==> src/rtl/game_tick_timer.sv <==
// Loadable down-counter; done is high while the count sits at zero.
module game_tick_timer #(
    parameter int W = 32
) (
    input  logic         clk,
    input  logic         rst,
    input  logic         load,
    input  logic [W-1:0] load_val,
    output logic         done
);
    logic [W-1:0] cnt_q, cnt_d;

    always_comb begin
        cnt_d = cnt_q;
        if (load)             cnt_d = load_val;
        else if (cnt_q != '0) cnt_d = cnt_q - 1'b1;
    end

    always_ff @(posedge clk) begin
        if (rst) cnt_q <= '0;
        else     cnt_q <= cnt_d;
    end

    assign done = (cnt_q == '0);
endmodule

==> config.mk <==
export PLATFORM = sky130hd
export DESIGN_NAME = game_tick_timer
export DESIGN_NICKNAME = d
export VERILOG_FILES = /design/src/rtl/game_tick_timer.sv
export SDC_FILE = /design/constraint.sdc
export NUM_CORES = 1
export LEC_CHECK = 0
export CORE_MARGIN = 3
export CORE_UTILIZATION = 51
export DETAILED_ROUTE_END_ITERATION = 10
export GPL_TIMING_DRIVEN = 0
export PLACE_DENSITY = 0.81
export SYNTH_ARGS = -nofsm -noshare
export SYNTH_HDL_FRONTEND = slang
export SYNTH_SLANG_ARGS = --single-unit
==> constraint.sdc <==
create_clock -name clk -period 3.2 [get_ports clk]
set_input_delay 0.32 -clock clk [delete_from_list [all_inputs] [get_ports clk]]
set_output_delay 0.32 -clock clk [all_outputs]
set_load 0.01 [all_outputs]
# == After elaboration in Yosys (flattened, before gate mapping) ==
# Cells that the tools add are included.
# classes
addsub,1
multipliers,0
n_div,0
magnitude_cmp,0
n_eq_ne,0
shifts,0
n_mux,2
n_bitwise,0
n_reduce_logical,3
# op_table
cell,n
32-bit two-way mux,2
32-bit logical NOT,1
32-bit nonzero test,1
"32-bit by 1-bit subtractor with 32-bit output, second input constant",1
2-bit nonzero test,1
# word_totals
regBits,32
latchBits,0
mem_bits_rw,0
rom_bits,0
input_bits,35
out_inout_bits,1
word_cells,7
memories,0

# == Longest topological paths before layout ==
# Gate-level depths: netlist (run 1).
# logic_depth
depth_word,3
mapped_depth,10
depth_no_buf,8

# == Worst setup path after synthesis (run 1) ==
# Ideal clock, no wire load.
# synth_path
path_type,register to register
from,reg cnt_q[17]
to,reg cnt_q[11]
setup_ns,0.115
t_arrival_ns,2.205
required_time_ns,3.085
setup_slack_ns,0.880
path_stages_with_launch,9
path_buffers,2
path_cell_list,dfxtp_1 > or4_4 > or4_1 > or4_1 > buf_4 > clkinv_8 > or3_4 > buf_12 > o21ai_2
# synth_via
elab_chain_cells,2
# synth_lines
element,line,source
from (decl),11,"logic [W-1:0] cnt_q, cnt_d;"
from (signal assigned),21,else cnt_q <= cnt_d;
32-bit nonzero test,16,else if (cnt_q != '0) cnt_d = cnt_q - 1'b1;
2-bit nonzero test (no source line),n/a,
# Every way passes these cells.
# A chain may end at the register's enable or synchronous reset.

# == Final worst setup path (run 1) ==
# layout_path
from,reg cnt_q[20]
to,out done
# layout_via
elab_chain_cells,1
# layout_lines
element,line,source
32-bit logical NOT,24,assign done = (cnt_q == '0);
to (decl),9,output logic done
# Every way passes these cells.

==> results of run 1 <==
-- metal layers --
metal  global-route usage  vias to the layer above  wire [µm]
li1                     -                      859          -
met1                0.283                      812       1960
met2                0.378                       59       2180
met3               0.0459                        5        320
met4                0.104                        0         73
met5                    0                        -          0
-- worst max-delay path, delay by kind of cell, from the launching register on --
family        cells  cell delay [ns]
buf+inv           3             0.52
flops             1             0.34
simple gates      3             1.40
-- what timing repair did --
item / CTS / global route
setup endpoints to repair: 1 / 0
hold buffers: 0 / 0
setup buffers: 1 / 0
resized for setup: 5 / 0
-- power breakdown --
group	switching, W	internal (W)
sequential	0.0000363	0.000430
combinational	0.000119	0.000121
clock	0.000139	0.000108
-- cell type report --
type / instances / area [µm²] / area share
buffer: 12 / 66.3 / 0.0285
clock buffer: 8 / 58.8 / 0.0253
inverter: 7 / 38.8 / 0.0167
multi-input combinational: 159 / 1110 / 0.476
sequential: 32 / 642 / 0.276
tap: 46 / 57.6 / 0.0247
timing repair buffer: 36 / 357 / 0.153
-- stage by stage --
stage | util | std cells
after floorplan | - | 210
after global placement | 0.661 | 291
after detailed placement | 0.661 | 291
after CTS | 0.687 | 300
after global routing | 0.687 | 300
final | 0.687 | 300
-- cell families (layout without fill, tap and decap cells) --
group / count (synthesis) / count (layout) / synth area share
AND/OR/NAND/NOR: 91 / 91 / 0.274
XOR/XNOR: 21 / 21 / 0.100
AO/OA/AOI/OAI: 46 / 46 / 0.212
adder cells (fa/ha/maj): 1 / 1 / 0.00682
buffers and inverters: 19 / 63 / 0.0573
flip-flops: 32 / 32 / 0.349
-- cell usage in the layout (no fill, tap or decap), types with 2 or more instances in the layout --
cell,n
nor4_1,12
nand2b_1,6
xor2_1,8
nor3_1,6
or2_2,2
or4_1,9
nor2_1,11
o21ai_0,5
or3_1,6
a311oi_1,3
dfxtp_1,31
clkbuf_1,11
nand2_1,22
clkdlybuf4s50_1,34
nand3b_1,2
o21ai_2,10
inv_1,6
o21ai_1,2
xnor2_1,13
o31ai_1,4
a221oi_2,2
a21oi_1,4
nand4_1,2
clkbuf_4,5
buf_4,2
nand3_1,7
o211a_1,10
-- final timing paths --
kind	slack, ns	end	depth (start not counted)	start
worst max-delay path	0.26	done	6	cnt_q[20]$_SDFFE_PP0P_
worst min-delay path	0.52	cnt_q[23]$_SDFFE_PP0P_	3	load_val[23]
worst max register to register	0.71	cnt_q[17]$_SDFFE_PP0P_	8	cnt_q[20]$_SDFFE_PP0P_
worst min register to register	0.54	cnt_q[7]$_SDFFE_PP0P_	2	cnt_q[7]$_SDFFE_PP0P_
==> results.py, run 1 <==
metrics = {
    "run_status": {
        "status": "completed",
    },
    "floorplanning": {
        "dieArea_um2": 4350,
        "ios": 36,
        "vertical_die_dimension_um": 66.0,
        "starting_density": 0.541,
        "rows": 21,
        "die_w_um": 66.0,
        "core-area_um2": 3390,
    },
    "logic_synthesis": {
        "mappedNetlistNets": 246,
        "synth_top_cell_by_area": "dfxtp_1",
        "yosys-top-cells-count": "dfxtp_1 (32), nand2_1 (22), nor4_1 (13), xnor2_1 (13), nor2_1 (11)",
        "per_instance_average_area_after_synthesis_um2": 8.73,
        "synth_area_leaders": "dfxtp_1 (35%), xnor2_1 (6.2%), o211a_1 (5.5%)",
        "yosys_warnings": 0,
        "synth_ff_type": "dfxtp_1",
        "edff_count_synth": 0,
        "post-synth-top-area-fraction": 0.349,
        "netlist_instances": 210,
        "mappedNetlistArea_um2": 1830,
        "netlist-cell-type-count": 39,
        "synth_async_sr_flop_share": 0,
        "synth_sequential_area_ratio": 0.349,
        "synth.most_common_cell": "dfxtp_1",
        "ys_ff_latch": 32,
    },
    "power_and_ir_drop": {
        "power.total_w": 0.000954,
        "pwr_density_cell_nw_per_um2": 410,
        "ir_worst_vdd_mv": 0.285,
        "p_leak_nw": 0.909,
    },
    "cts": {
        "clock_tree.root_cell": "clkbuf_4",
        "clock_tree.buffer_depth": 2,
        "h_tree_level_count": 2,
        "insertion_delay_ns": 0.34,
        "tritoncts": "built",
        "clock_sinks": 32,
        "cts.reportedPaths.clkPinSlew_ns": 0.10,
        "cts_buffers": 5,
    },
    "timing": {
        "layout_min_cycle_time_ns": 2.94,
        "setup_viol_count_final": 0,
        "timing.max_slew.rel_slack": 0.606,
        "post-route-worst-setup-slack_ns": 0.264,
        "grt_setup_unrepaired": "no",
        "final_setup_tns_ns": 0,
        "final_min_period_over_clock_period": 0.917,
        "whs_ns": 0.519,
        "transition_time_of_the_tightest_slew_check_pin_ns": 0.591,
        "finClkSkew_ns": 0.00786,
        "timing.final.hold_violations": 0,
        "fmaxAchievable_mhz": 341,
        "slew_violations": 0,
    },
    "worst_setup_path": {
        "worst-endpoint-arrival_ns": 2.62,
        "critical_path.cell_chain": "or4_4 > or4_1 > or4_1 > buf_4 > clkinv_8 > dlygate4sd2_1",
        "criticalPathCategory": "flop to primary output",
        "worstPathMaxFanout": 10,
        "required_arrival_time_at_the_worst_endpoint_ns": 2.88,
        "cp_common_cell": "or4_1",
        "cp_slowest_stage_delay_ns": 0.55,
        "crit_slowest_cell": "or4_4",
        "worst_setup_path_start_kind": "flop",
        "crit_path_end_kind": "primary output",
    },
    "grt": {
        "grt_pass1_wl_um": 7490,
        "grt-ovfl-total": 0,
        "pin_count_of_the_biggest_net_entering_global_routing": 11,
        "gr-usage-all-layers": 0.228,
        "grt_antenna_before_repair": 0,
        "first_global_vias": 1665,
    },
    "detailed_routing": {
        "num_vias": 1735,
        "antenna_violating_nets_post_route": 0,
        "drtIter0Drc": 126,
        "post_drt_via_cell_ratio": 5.78,
        "postRouteWirelength_um": 4540,
        "first_pass_iteration_count_of_the_detailed_router": 4,
        "post_dr_wirelength_cell_um": 15.1,
        "drc": 0,
    },
    "place": {
        "dpl-instance-area_um2": 2240,
        "placement.setup.worst_slack_ns": 0.160,
        "port-buffer-count": 35,
        "globalplace.congestion": 0.797,
        "post-dp-hpwl_um": 3170,
    },
    "cells_and_area": {
        "largest-register": "cnt_q",
        "layout_top_registers": "cnt_q: 32 flops",
        "nets": 289,
        "fillers": 281,
        "drive_above_1_share": 0.134,
        "n_antenna_cell": 0,
        "largest_register_ffs": 32,
        "post-route-cell-area_um2": 2330,
        "area.growth.synth_to_final_pct": 26.9,
    },
    "hold_path": {
        "hold_class": "input port to flop",
    },
    "job": {
        "drv_cap": 0,
    },
}
Note: power is estimated with default switching activity, not from simulation.
==> run 2: changes to the inputs <==
--- a/config.mk
+++ b/config.mk
@@ -5,11 +5,11 @@
 export SDC_FILE = /design/constraint.sdc
 export NUM_CORES = 1
 export LEC_CHECK = 0
-export CORE_MARGIN = 3
-export CORE_UTILIZATION = 51
+export CORE_MARGIN = 1.5
+export CORE_UTILIZATION = 30
 export DETAILED_ROUTE_END_ITERATION = 10
 export GPL_TIMING_DRIVEN = 0
-export PLACE_DENSITY = 0.81
+export PLACE_DENSITY = 0.53
 export SYNTH_ARGS = -nofsm -noshare
 export SYNTH_HDL_FRONTEND = slang
 export SYNTH_SLANG_ARGS = --single-unit
==> constraint.sdc (replaced) <==
create_clock -name clk -period 3.5 [get_ports clk]
set_input_delay 0.35 -clock clk [delete_from_list [all_inputs] [get_ports clk]]
set_output_delay 0.35 -clock clk [all_outputs]
set_load 0.01 [all_outputs]
==> run 2 against run 1 <==
Net effect: non-clock buffer count is 1 lower; global-route usage is 6.9 points lower; highest routed layer unchanged; first-iteration DRC count is 50% lower; register-to-register slack better by 0.08 ns; sequential share of layout area is 0.38 points lower; critical endpoint unchanged; clock power is 5% higher.
==> results.py, run 2 (synthesis gave the netlist of run 1 again) <==
metrics = {
    "timing": {
        "slew_violations": 0,
        "final_setup_tns_ns": 0,
        "finClkSkew_ns": 0.00283,
        "grt_setup_unrepaired": "no",
        "timing.final.hold_violations": 0,
        "transition_time_of_the_tightest_slew_check_pin_ns": 0.794,
        "layout_min_cycle_time_ns": 3.40,
        "timing.max_slew.rel_slack": 0.466,
        "setup_viol_count_final": 0,
        "fmaxAchievable_mhz": 294,
        "post-route-worst-setup-slack_ns": 0.104,
        "final_min_period_over_clock_period": 0.970,
    },
    "detailed_routing": {
        "post_drt_via_cell_ratio": 5.11,
        "first_pass_iteration_count_of_the_detailed_router": 4,
        "drc": 0,
        "post_dr_wirelength_cell_um": 14.7,
        "drtIter0Drc": 63,
        "num_vias": 1662,
        "antenna_violating_nets_post_route": 0,
        "postRouteWirelength_um": 4760,
    },
    "cells_and_area": {
        "layout_common_cells": "clkdlybuf4s50_1 (35), dfxtp_1 (32), nand2_1 (22)",
        "layout_commonest_cell": "clkdlybuf4s50_1",
        "layout_top_registers": "cnt_q: 32 flops",
        "drive_above_1_share": 0.116,
        "largest_register_ffs": 32,
        "area.growth.synth_to_final_pct": 28.4,
        "largest-register": "cnt_q",
        "n_antenna_cell": 0,
        "nets": 288,
    },
    "worst_setup_path": {
        "worstSetupStartpoint": "cnt_q[9]$_SDFFE_PP0P_",
        "criticalPathCategory": "flop to primary output",
        "required_arrival_time_at_the_worst_endpoint_ns": 3.15,
        "startpoint_of_the_worst_slack_reg_to_reg_timing_path": "cnt_q[9]$_SDFFE_PP0P_",
        "worst-endpoint-arrival_ns": 3.05,
        "crit_path_end_kind": "primary output",
        "cp_slowest_stage_delay_ns": 0.60,
        "critical_path.cell_chain": "nor3_1 > nand3_1 > or4_1 > buf_4 > clkinv_8 > clkdlybuf4s50_1",
        "crit_slowest_cell": "nor3_1",
        "worst_setup_path_start_kind": "flop",
        "worstPathMaxFanout": 10,
    },
    "power_and_ir_drop": {
        "p_sw_w": 0.000271,
        "internal_w": 0.000629,
        "p_leak_nw": 0.900,
        "pwr_density_cell_nw_per_um2": 382,
        "share_seq_of_total_power": 0.472,
        "comb_power_share": 0.239,
        "ir_worst_vdd_mv": 0.163,
        "clockPowerShare": 0.289,
        "fraction_of_power_spent_switching_nets": 0.301,
    },
    "grt": {
        "grt_antenna_before_repair": 0,
        "pin_count_of_the_biggest_net_entering_global_routing": 11,
        "gr-usage-all-layers": 0.158,
        "first_global_vias": 1618,
        "grt-ovfl-total": 0,
        "grt_pass1_wl_um": 7850,
    },
    "hold_path": {
        "worstHoldStart": "cnt_q[23]$_SDFFE_PP0P_",
        "hold_class": "flop to flop",
    },
    "place": {
        "placement.setup.worst_slack_ns": 0.321,
        "port-buffer-count": 35,
        "post-dp-hpwl_um": 3430,
        "globalplace.congestion": 0.739,
    },
    "cts": {
        "cts.reportedPaths.clkPinSlew_ns": 0.06,
        "clock_tree.buffer_depth": 2,
        "post_cts_resized": 0,
        "tritoncts": "built",
        "clock_tree.root_cell": "clkbuf_8",
        "clock_sinks": 32,
        "cts_hold_repair.buffers": 0,
        "postCtsSetupBuffers": 0,
        "h_tree_level_count": 2,
        "insertion_delay_ns": 0.28,
        "cts_buffers": 5,
    },
    "floorplanning": {
        "dieArea_um2": 6590,
        "ios": 36,
        "starting_density": 0.310,
        "vertical_die_dimension_um": 81.2,
        "core-area_um2": 5920,
        "die_w_um": 81.2,
        "rows": 28,
    },
    "run_status": {
        "status": "completed",
    },
    "job": {
        "drv_cap": 0,
    },
}
-- run 2: changes by cell type in the layout (fill, tap and decap cells not counted), sizes merged --
cell,change
clkdlybuf4s50,+1
dlygate4sd2,-1
clkbuf,-3
buf,-1
-- run 2: stage by stage --
step	power [W]	hold slack, ns	utilization	cells	cell area, µm²
after CTS	0.000902	0.534	0.396	325	2350
after detailed placement	0.000646	0.519	0.385	320	2280
final	0.000900	0.529	0.398	325	2360
after floorplan	0.000566	0.459	-	210	1830
after global routing	0.000945	0.568	0.398	325	2360
after global placement	0.000643	0.502	0.385	320	2280
-- run 2: power groups by stage --
stage	logic (W)	registers (W)	clock network (W)
global route	0.000239	0.000430	0.000277
global placement	0.000212	0.000431	0
floorplan	0.000142	0.000424	0
finish	0.000215	0.000425	0.000260
CTS	0.000216	0.000424	0.000263
detailed placement	0.000215	0.000431	0
-- run 2: critical path: cells and delay by family, from the launching register on --
kind | cells | cell delay [ns]
DFF | 1 | 0.36
buffers and inverters | 3 | 0.80
and+or+nand+nor | 3 | 1.61
-- run 2: layout make-up --
| type | count | area (µm²) |
|---|---|---|
| Multi-Input combinational cell | 159 | 1100 |
| Sequential cell | 32 | 641 |
| Buffer | 12 | 66.3 |
| Inverter | 7 | 38.8 |
| Fill cell | 596 | 3560 |
| Timing Repair Buffer | 35 | 350 |
| Clock buffer | 5 | 68.8 |
| Tap cell | 75 | 93.8 |
-- run 2: final timing paths --
| check | end | slack (ns) | cells after the start |
|---|---|---|---|
| max | done | 0.10 | 6 |
| min | cnt_q[23]$_SDFFE_PP0P_ | 0.53 | 2 |
| max reg2reg | cnt_q[13]$_SDFFE_PP0P_ | 0.79 | 8 |
| min reg2reg | cnt_q[23]$_SDFFE_PP0P_ | 0.53 | 2 |
-- run 2: per-layer routing --
metal | routed length [µm] | GRT usage | up-vias | share of wire
li1 | - | - | 861 | -
met1 | 2260 | 0.202 | 758 | 0.48
met2 | 2220 | 0.268 | 38 | 0.47
met3 | 237 | 0.0371 | 5 | 0.050
met4 | 46 | 0.0414 | 0 | 0.0097
met5 | 0 | 0 | - | 0
